## config.mk

```make
export PLATFORM = sky130hd
export DESIGN_NAME = keycode_event_fifo_flat
export DESIGN_NICKNAME = d
export VERILOG_FILES = /design/src/rtl/keycode_event_fifo_if.sv /design/src/rtl/keycode_event_fifo.sv /design/src/flat_wrapper.sv
export SDC_FILE = /design/constraint.sdc
export NUM_CORES = 1
export LEC_CHECK = 0
export BUFFER_PORTS_ARGS = -buffer_cell sky130_fd_sc_hd__buf_2
export CORE_MARGIN = 2
export CORE_UTILIZATION = 62
export DETAILED_ROUTE_END_ITERATION = 8
export GPL_TIMING_DRIVEN = 1
export PLACE_DENSITY = 0.92
export SETUP_SLACK_MARGIN = 0.4
export SLEW_MARGIN = 20
export SYNTH_ARGS = -nofsm -noshare
export SYNTH_HDL_FRONTEND = slang
export SYNTH_SLANG_ARGS = --single-unit
```

## constraint.sdc

```tcl
create_clock -name clk_clk -period 5.05 [get_ports clk_clk]
set_input_delay 0.2525 -clock clk_clk [delete_from_list [all_inputs] [get_ports clk_clk]]
set_output_delay 0.2525 -clock clk_clk [all_outputs]
set_load 0.01 [all_outputs]
```

## src/rtl/keycode_event_fifo_if.sv

```systemverilog
// Handshake bundle for keycode_event_fifo: report input channel and event
// output channel. The host/consumer side uses master, the block uses slave.
interface keycode_event_fifo_if #(
  parameter int SLOTS = 4,
  parameter int KEY_W = 8
);
  logic [SLOTS*KEY_W-1:0] report_data;
  logic                   report_valid;
  logic                   report_ready;
  logic                   evt_valid;
  logic                   evt_ready;
  logic [KEY_W-1:0]       evt_code;
  logic                   evt_press;

  modport master (
    output report_data, report_valid, evt_ready,
    input  report_ready, evt_valid, evt_code, evt_press
  );

  modport slave (
    input  report_data, report_valid, evt_ready,
    output report_ready, evt_valid, evt_code, evt_press
  );
endinterface

```

## src/rtl/keycode_event_fifo.sv

```systemverilog
// USB HID keycode event generator. Each accepted report is diffed against the
// previously committed report; releases are queued first (ascending slot),
// then presses, into a first-word-fall-through event FIFO. Reports carrying
// the rollover error code are dropped. The scan stalls while the FIFO is full
// so no event is ever lost.
module keycode_event_fifo #(
  parameter int               SLOTS    = 4,
  parameter int               KEY_W    = 8,
  parameter int               DEPTH    = 8,
  parameter logic [KEY_W-1:0] ERR_CODE = KEY_W'(1)
) (
  input  logic                       clk_clk,
  input  logic                       reset_reset,
  keycode_event_fifo_if.slave        bus,
  input  logic                       clr_flags,
  output logic [$clog2(SLOTS+1)-1:0] held_count,
  output logic                       overrun
);
  localparam int IDX_W = (SLOTS > 1) ? $clog2(SLOTS) : 1;
  localparam int PTR_W = $clog2(DEPTH);
  localparam int CNT_W = PTR_W + 1;
  localparam int HC_W  = $clog2(SLOTS+1);

  typedef enum logic [1:0] {IDLE, SCAN_REL, SCAN_PRS, COMMIT} state_t;

  state_t                 state_reg;
  logic [IDX_W-1:0]       idx_reg;
  logic [KEY_W-1:0]       prev_reg [SLOTS];
  logic [KEY_W-1:0]       cur_reg  [SLOTS];
  logic [HC_W-1:0]        held_reg;
  logic                   overrun_reg;

  logic [KEY_W-1:0]       mem_code  [DEPTH];
  logic                   mem_press [DEPTH];
  logic [PTR_W-1:0]       wr_ptr_reg;
  logic [PTR_W-1:0]       rd_ptr_reg;
  logic [CNT_W-1:0]       count_reg;

  logic [KEY_W-1:0]       in_slot [SLOTS];
  logic [SLOTS-1:0]       err_hit;
  logic                   report_err;
  logic                   rel_need;
  logic                   prs_need;
  logic                   need_evt;
  logic                   scanning;
  logic                   last_slot;
  logic                   full;
  logic                   push;
  logic                   pop;
  logic                   advance;
  logic [KEY_W-1:0]       push_code;
  logic                   push_press;
  logic [HC_W-1:0]        cur_distinct;
  logic                   uniq;

  // Split the incoming report into slots and flag rollover errors.
  genvar gi;
  generate
    for (gi = 0; gi < SLOTS; gi++) begin : g_slot
      assign in_slot[gi] = bus.report_data[gi*KEY_W +: KEY_W];
      assign err_hit[gi] = (in_slot[gi] == ERR_CODE);
    end
  endgenerate
  assign report_err = |err_hit;

  // Decide whether the slot under scan produces a release or press event.
  always_comb begin
    rel_need = (prev_reg[idx_reg] != '0);
    prs_need = (cur_reg[idx_reg] != '0);
    for (int j = 0; j < SLOTS; j++) begin
      if (cur_reg[j] == prev_reg[idx_reg]) rel_need = 1'b0;
      if (prev_reg[j] == cur_reg[idx_reg]) prs_need = 1'b0;
      if (IDX_W'(j) < idx_reg) begin
        if (prev_reg[j] == prev_reg[idx_reg]) rel_need = 1'b0;
        if (cur_reg[j] == cur_reg[idx_reg])   prs_need = 1'b0;
      end
    end
  end

  // Count distinct non-zero codes in the report about to be committed.
  always_comb begin
    cur_distinct = '0;
    uniq         = 1'b0;
    for (int i = 0; i < SLOTS; i++) begin
      uniq = (cur_reg[i] != '0);
      for (int j = 0; j < i; j++) begin
        if (cur_reg[j] == cur_reg[i]) uniq = 1'b0;
      end
      if (uniq) cur_distinct = cur_distinct + 1'b1;
    end
  end

  assign scanning   = (state_reg == SCAN_REL) || (state_reg == SCAN_PRS);
  assign need_evt   = (state_reg == SCAN_REL) ? rel_need :
                      (state_reg == SCAN_PRS) ? prs_need : 1'b0;
  assign push_code  = (state_reg == SCAN_REL) ? prev_reg[idx_reg] : cur_reg[idx_reg];
  assign push_press = (state_reg == SCAN_PRS);
  assign last_slot  = (idx_reg == IDX_W'(SLOTS-1));
  // Fullness is judged before this cycle's pop, so a full FIFO never accepts.
  assign full       = (count_reg == CNT_W'(DEPTH));
  assign push       = need_evt && !full;
  assign advance    = scanning && (!need_evt || !full);
  assign pop        = (count_reg != '0) && bus.evt_ready;

  // Scan FSM: accept, walk releases, walk presses, commit.
  always_ff @(posedge clk_clk) begin
    if (reset_reset) begin
      state_reg <= IDLE;
      idx_reg   <= '0;
      held_reg  <= '0;
      for (int i = 0; i < SLOTS; i++) begin
        prev_reg[i] <= '0;
        cur_reg[i]  <= '0;
      end
    end else begin
      case (state_reg)
        IDLE: begin
          if (bus.report_valid && !report_err) begin
            for (int i = 0; i < SLOTS; i++) cur_reg[i] <= in_slot[i];
            idx_reg   <= '0;
            state_reg <= SCAN_REL;
          end
        end
        SCAN_REL: begin
          if (advance) begin
            if (last_slot) begin
              idx_reg   <= '0;
              state_reg <= SCAN_PRS;
            end else begin
              idx_reg <= idx_reg + 1'b1;
            end
          end
        end
        SCAN_PRS: begin
          if (advance) begin
            if (last_slot) begin
              idx_reg   <= '0;
              state_reg <= COMMIT;
            end else begin
              idx_reg <= idx_reg + 1'b1;
            end
          end
        end
        default: begin
          for (int i = 0; i < SLOTS; i++) prev_reg[i] <= cur_reg[i];
          held_reg  <= cur_distinct;
          state_reg <= IDLE;
        end
      endcase
    end
  end

  // Event FIFO storage, pointers and occupancy.
  always_ff @(posedge clk_clk) begin
    if (reset_reset) begin
      wr_ptr_reg <= '0;
      rd_ptr_reg <= '0;
      count_reg  <= '0;
      for (int i = 0; i < DEPTH; i++) begin
        mem_code[i]  <= '0;
        mem_press[i] <= 1'b0;
      end
    end else begin
      if (push) begin
        mem_code[wr_ptr_reg]  <= push_code;
        mem_press[wr_ptr_reg] <= push_press;
        wr_ptr_reg            <= wr_ptr_reg + 1'b1;
      end
      if (pop) rd_ptr_reg <= rd_ptr_reg + 1'b1;
      case ({push, pop})
        2'b10:   count_reg <= count_reg + 1'b1;
        2'b01:   count_reg <= count_reg - 1'b1;
        default: count_reg <= count_reg;
      endcase
    end
  end

  // Sticky overrun flag; a new overrun beats a simultaneous clear.
  always_ff @(posedge clk_clk) begin
    if (reset_reset) begin
      overrun_reg <= 1'b0;
    end else if (bus.report_valid && !bus.report_ready) begin
      overrun_reg <= 1'b1;
    end else if (clr_flags) begin
      overrun_reg <= 1'b0;
    end
  end

  assign bus.report_ready = (state_reg == IDLE) && !reset_reset;
  assign bus.evt_valid    = (count_reg != '0);
  assign bus.evt_code     = mem_code[rd_ptr_reg];
  assign bus.evt_press    = mem_press[rd_ptr_reg];
  assign held_count       = held_reg;
  assign overrun          = overrun_reg;
endmodule

```

## src/flat_wrapper.sv

```systemverilog
// flat-port wrapper written by rule: the top's interface ports become plain ports
module keycode_event_fifo_flat 
#(
  parameter int               SLOTS    = 4,
  parameter int               KEY_W    = 8,
  parameter int               DEPTH    = 8,
  parameter logic [KEY_W-1:0] ERR_CODE = KEY_W'(1)
)
  (clk_clk, reset_reset, clr_flags, held_count, overrun, bus_report_data, bus_report_valid, bus_evt_ready, bus_report_ready, bus_evt_valid, bus_evt_code, bus_evt_press);
  keycode_event_fifo_if #(.SLOTS(SLOTS), .KEY_W(KEY_W)) bus_i ();
  input  logic clk_clk;
  input  logic reset_reset;
  input  logic clr_flags;
  output logic [$clog2(SLOTS+1)-1:0] held_count;
  output logic overrun;
  input wire logic [$bits(bus_i.report_data)-1:0] bus_report_data;
  input wire logic [$bits(bus_i.report_valid)-1:0] bus_report_valid;
  input wire logic [$bits(bus_i.evt_ready)-1:0] bus_evt_ready;
  output wire logic [$bits(bus_i.report_ready)-1:0] bus_report_ready;
  output wire logic [$bits(bus_i.evt_valid)-1:0] bus_evt_valid;
  output wire logic [$bits(bus_i.evt_code)-1:0] bus_evt_code;
  output wire logic [$bits(bus_i.evt_press)-1:0] bus_evt_press;
  assign bus_i.report_data = bus_report_data;
  assign bus_i.report_valid = bus_report_valid;
  assign bus_i.evt_ready = bus_evt_ready;
  assign bus_report_ready = bus_i.report_ready;
  assign bus_evt_valid = bus_i.evt_valid;
  assign bus_evt_code = bus_i.evt_code;
  assign bus_evt_press = bus_i.evt_press;
  keycode_event_fifo #(.SLOTS(SLOTS), .KEY_W(KEY_W), .DEPTH(DEPTH), .ERR_CODE(ERR_CODE)) u_core (.clk_clk(clk_clk), .reset_reset(reset_reset), .bus(bus_i), .clr_flags(clr_flags), .held_count(held_count), .overrun(overrun));
endmodule
```

Word-level counts from Yosys, hierarchy flattened. Memories as Yosys holds them, arrays and structs flattened. A register that Yosys moved wholly into a read port is not among the register bits. Cells that the tools add are included.

Memories: 4. Bits in read-only memories: 0. RAM bits: 136. Flip-flop bits (word level): 18. Latch bits: 0. Bits of input ports: 37.

Order comparisons: 4. Add/sub/neg operators: 8. Equality and inequality tests: 38. Bitwise logic cells: 8. Multiply operators: 0. Shift-type cells: 0. Multiplexer cells: 84. Reduce and logical (&&, ||, !) cells: 31. Div/mod/pow operators: 0.

Memory list: u_core.mem_code (depth 8, bits a word 8, read ports 1, clocked after Yosys merged registers in 1, wr ports 8, RTL line keycode_event_fifo.sv:33) `logic [KEY_W-1:0] mem_code [DEPTH];`; u_core.cur_reg (depth 4, bits a word 8, read ports 5, clocked after Yosys merged registers in 1, wr ports 4, RTL line keycode_event_fifo.sv:29) `logic [KEY_W-1:0] cur_reg [SLOTS];`; u_core.prev_reg (depth 4, bits a word 8, read ports 5, clocked after Yosys merged registers in 1, wr ports 4, RTL line keycode_event_fifo.sv:28) `logic [KEY_W-1:0] prev_reg [SLOTS];`; u_core.mem_press (depth 8, bits a word 1, read ports 1, clocked after Yosys merged registers in 1, wr ports 8, RTL line keycode_event_fifo.sv:34) `logic mem_press [DEPTH];`.

Operators by type and width (number): 8-bit == test (22); 8-bit two-way mux (10); 1-bit two-way mux (50); 8-bit nonzero test (6); 8-bit by 1-bit == test with 1-bit output (second input constant) (4); 3-bit two-way mux (9); 2-bit two-way mux (12); 3-bit by 1-bit adder with 3-bit output (second input constant) (4); 2-bit by 1-bit inequality test with 1-bit output (second input constant) (6); 1-bit bitwise OR (8); 4-bit case mux with 2 select lines (1); 8-bit OR reduction (1); 2-bit == test (second input constant) (3); 1-bit logical AND (6); 2-bit case mux with 3 select lines (1); 2-bit nonzero test (3); 1-bit zero test (5); 5-bit AND reduction (1); 4-bit by 1-bit adder with 4-bit output (second input constant) (1); 2-bit by 1-bit == test with 1-bit output (second input constant) (2); 4-bit == test (second input constant) (1); 1-bit by 2-bit < comparator with 1-bit output (first input constant) (2); 2-bit < comparator (first input constant) (2); 2-bit case mux with 2 select lines (1); other kinds (11) (12).

Longest topological paths before layout. An unclocked memory read counts as a cell.

Depth after elaboration: 23. Depth in mapped cells: 21. Mapped depth without buffers: 17.

Least setup slack after synthesis. No wires, ideal clock.

Kind: reg-to-reg. From: reg (tool-made name). To: reg u_core.count_reg[3]. Path buffers: 3. Period minus slack after synthesis: 3.997 ns. Stages on the path, launching flop included: 20. Library setup time: 0.071 ns. Path slack: 1.053 ns. Arrival time: 3.926 ns. Path through: dfxtp_1 -> buf_6 -> mux4_2 -> buf_4 -> xnor2_1 -> nand4_1 -> o22ai_1 -> nor4_1 -> or4b_1 -> and2_4 -> buf_6 -> nor2_1 -> inv_1 -> ha_1 -> ha_1 -> a21o_1 -> a21oi_1 -> xnor2_1 -> or3_1 -> a21oi_1.

RTL lines: to (signal assigned) (RTL line keycode_event_fifo.sv:171) `2'b10: count_reg <= count_reg + 1'b1;`; to (signal assigned) (RTL line keycode_event_fifo.sv:172) `2'b01: count_reg <= count_reg - 1'b1;`; to (signal assigned) (RTL line keycode_event_fifo.sv:173) `default: count_reg <= count_reg;`; to (decl) (RTL line keycode_event_fifo.sv:37) `logic [CNT_W-1:0] count_reg;`.

==> flow_summary.json <==
{
  "worstSetupEndpointType": "register",
  "grt_pass1_vias": 7420,
  "synth-xor-area-share_pct": 15.0,
  "combPwrFrac_pct": 39.2,
  "post-route-period-util_pct": 87.5,
  "cts_buffers": 17,
  "holdBufCountCts": 0,
  "synth_seq_cells": 159,
  "seqPwrFrac_pct": 35.3,
  "gr-total-overflow": 0,
  "power.density_nw_per_um2": 470,
  "relSlewSlack_pct": 31.0,
  "die_area_um2": 17600,
  "dpl.cell_count": 1132,
  "postSynthAreaPerCell_um2": 11.2,
  "vias_per_cell": 6.37,
  "fmax_mhz": 226,
  "cp.arrival_ns": 4.80,
  "largest_reg_flops": 64,
  "startpoint_type": "register",
  "ys_async_sr_fraction_pct": 0,
  "drive_above_1_share_pct": 17.8,
  "synth_top_family_by_area": "simple AND/OR/NAND/NOR gates",
  "syn-num-nets": 969,
  "cts.sinks": 159,
  "critPathKind": "reg -> reg",
  "wl_mm": 25.4,
  "place_area_um2": 10700,
  "tns_ns": 0,
  "yosysWarnings": 0,
  "stdcell_count": 1163,
  "switching_share_pct": 38.5,
  "core_um2": 16400,
  "cap_violations": 0,
  "setup_violations": 0,
  "synth_top_area_share_pct": 39.7,
  "synth_ff_type": "edfxtp_1",
  "pin_count": 52,
  "syn2layout_area_growth_pct": 9.77,
  "finalWorstPathRequiredPeriod_ns": 4.42,
  "drt_first_iter_violations": 757,
  "grt_max_degree": 35,
  "synth.most_common_cell": "edfxtp_1",
  "path_delay_family": "simple AND/OR/NAND/NOR gates",
  "crit_fanout": 20,
  "vias": 7409,
  "portBuffers": 51,
  "clock_skew_ns": 0.0114,
  "critPathRequiredTime_ns": 5.43,
  "clk_path_buf_depth": 2,
  "path_cells": "mux4_1 > xnor2_1 > nand4_1 > o22ai_1 > nor4_1 > or4b_1 > and2_4 > nor2_1 > inv_1 > ha_1 > ha_1 > a21o_1 > a21oi_1 > xnor2_1 > or3_1 > a21oi_1",
  "fillers": 1108,
  "ys_seq_area_share_pct": 44.2,
  "synth.top_cells.by_count": "edfxtp_1 (136), xnor2_1 (115), and2_1 (71)",
  "post-cts-setup-buffer-count": 0,
  "status": "completed",
  "p_int_uw": 3260,
  "power.leakage_uw": 0.00401,
  "synthMuxAreaShare_pct": 12.6,
  "synthSimpleGateAreaFrac_pct": 17.1,
  "fin_util_pct": 68.7,
  "drtAntennaViolNets": 0,
  "synthAdderAreaFrac_pct": 2.02,
  "synth_top_cell_by_area": "edfxtp_1",
  "worstMarginPinSlew_ns": 1.01,
  "worst_path_max_delay_cell": "mux4_1",
  "antenna_found_initial": 0,
  "start_util_pct": 62.6,
  "syn_inst": 916,
  "root_buffer": "clkbuf_16",
  "grt_first_pass_wirelength_mm": 39.7,
  "fin_area_um2": 11300,
  "cts_tree": "yes",
  "num-nets-final": 984,
  "synth-compound-area-share_pct": 4.48,
  "maxSlewViolCount": 0,
  "rows": 47,
  "antenna_cells": 0,
  "clkPwrFrac_pct": 25.5,
  "crit_buf_inv": 1,
  "clock_latency_ns": 0.45,
  "cts.repair.resized": 0,
  "synth.distinct_cells": 54,
  "die_h_um": 133,
  "hpwl_mm": 17.2,
  "synthTopCellsByArea": "edfxtp_1 (40%), xnor2_1 (9.8%), mux4_2 (7.0%)",
  "routabilityCongestion": 1.03,
  "post_drt_wl_per_cell_um": 21.9,
  "path_clk_slew_ns": 0.07,
  "grt_use_total_pct": 29.6,
  "rsz0062_at_grt": "false",
  "cts_max_level": 4,
  "switching_power_uw": 2040,
  "synth_area_um2": 10300,
  "hold_path.class": "in -> reg",
  "drtPass1Iterations": 8,
  "drc": 0,
  "die_w_um": 133,
  "max_stage_delay_ns": 0.81,
  "finalHoldViolations": 0,
  "synth-edff-count": 136,
  "ir_worst_vdd_mv": 0.308
}
-- metrics by stage --
step / hold WS [ns] / setup slack, ns / total power [µW]
global route: 0.104 / 0.417 / 5520
global placement: 0.470 / 0.631 / 3840
floorplan: 0.417 / 1.05 / 3420
detailed placement: 0.478 / 0.497 / 3910
finish: 0.102 / 0.630 / 5300
CTS: 0.0926 / 0.476 / 5260
-- layout by cell type, fill, tap and decap left out, types with 7 or more instances in the layout --
cell / n
xor2_1: 61
o21ai_0: 11
and2_1: 71
nor2_1: 66
buf_2: 51
inv_1: 18
nand3_1: 8
a21oi_1: 23
a211oi_1: 7
dfxtp_1: 21
buf_4: 30
nor2b_1: 19
nand4_1: 36
clkbuf_16: 17
mux2i_1: 40
xnor2_1: 115
and2b_1: 16
nand2_1: 28
ha_1: 15
edfxtp_1: 136
mux2_2: 11
nand2b_1: 8
nor4_1: 25
mux4_2: 32
-- per-layer routing --
layer	global-route usage, %	wire length [µm]	up-vias
li1	-	-	3296
met4	15.4	1290	0
met2	46.8	11900	458
met5	0	0	-
met3	7.62	2450	125
met1	37.7	9800	3530
-- cells by family (layout without fill, tap and decap cells) --
logic type | Yosys count | in the layout
buffers and inverters | 105 | 132
AOI/OAI and AO/OA | 71 | 71
and+or+nand+nor | 304 | 304
xor gates and xnor gates | 176 | 176
muxes | 85 | 85
adders and majority gates | 16 | 16
DFF | 159 | 159
-- final timing paths --
path / from / to / slack (ns) / cells past startpoint
worst max-delay path: register / u_core.count_reg[3] / 0.63 / 16
worst min register to register: u_core.rd_ptr_reg[1] / u_core.rd_ptr_reg[1] / 0.49 / 2
worst max register to register: register / u_core.count_reg[3] / 0.63 / 16
worst min-delay path: bus_report_data[16] / u_core.cur_reg[2][0] / 0.10 / 2
-- layout make-up --
class | count | area, µm² | area share (%)
inverters | 20 | 75.1 | 0.666
flip-flops and latches | 159 | 4550 | 40.4
clock inverters | 14 | 191 | 1.70
clock buffers | 17 | 425 | 3.77
multi-input cells | 652 | 5280 | 46.8
well taps | 220 | 275 | 2.44
repair buffers | 81 | 480 | 4.26
-- power by group through the flow --
stage	Sequential [µW]	Combinational [µW]	Clock [µW]
2_1_floorplan	1700	1720	0
3_3_place_gp	1870	1970	0
3_5_place_dp	1890	2020	0
4_1_cts	1860	2040	1360
5_1_grt	1890	2240	1400
6_report	1870	2080	1350
(Power assumes the default switching activity.)
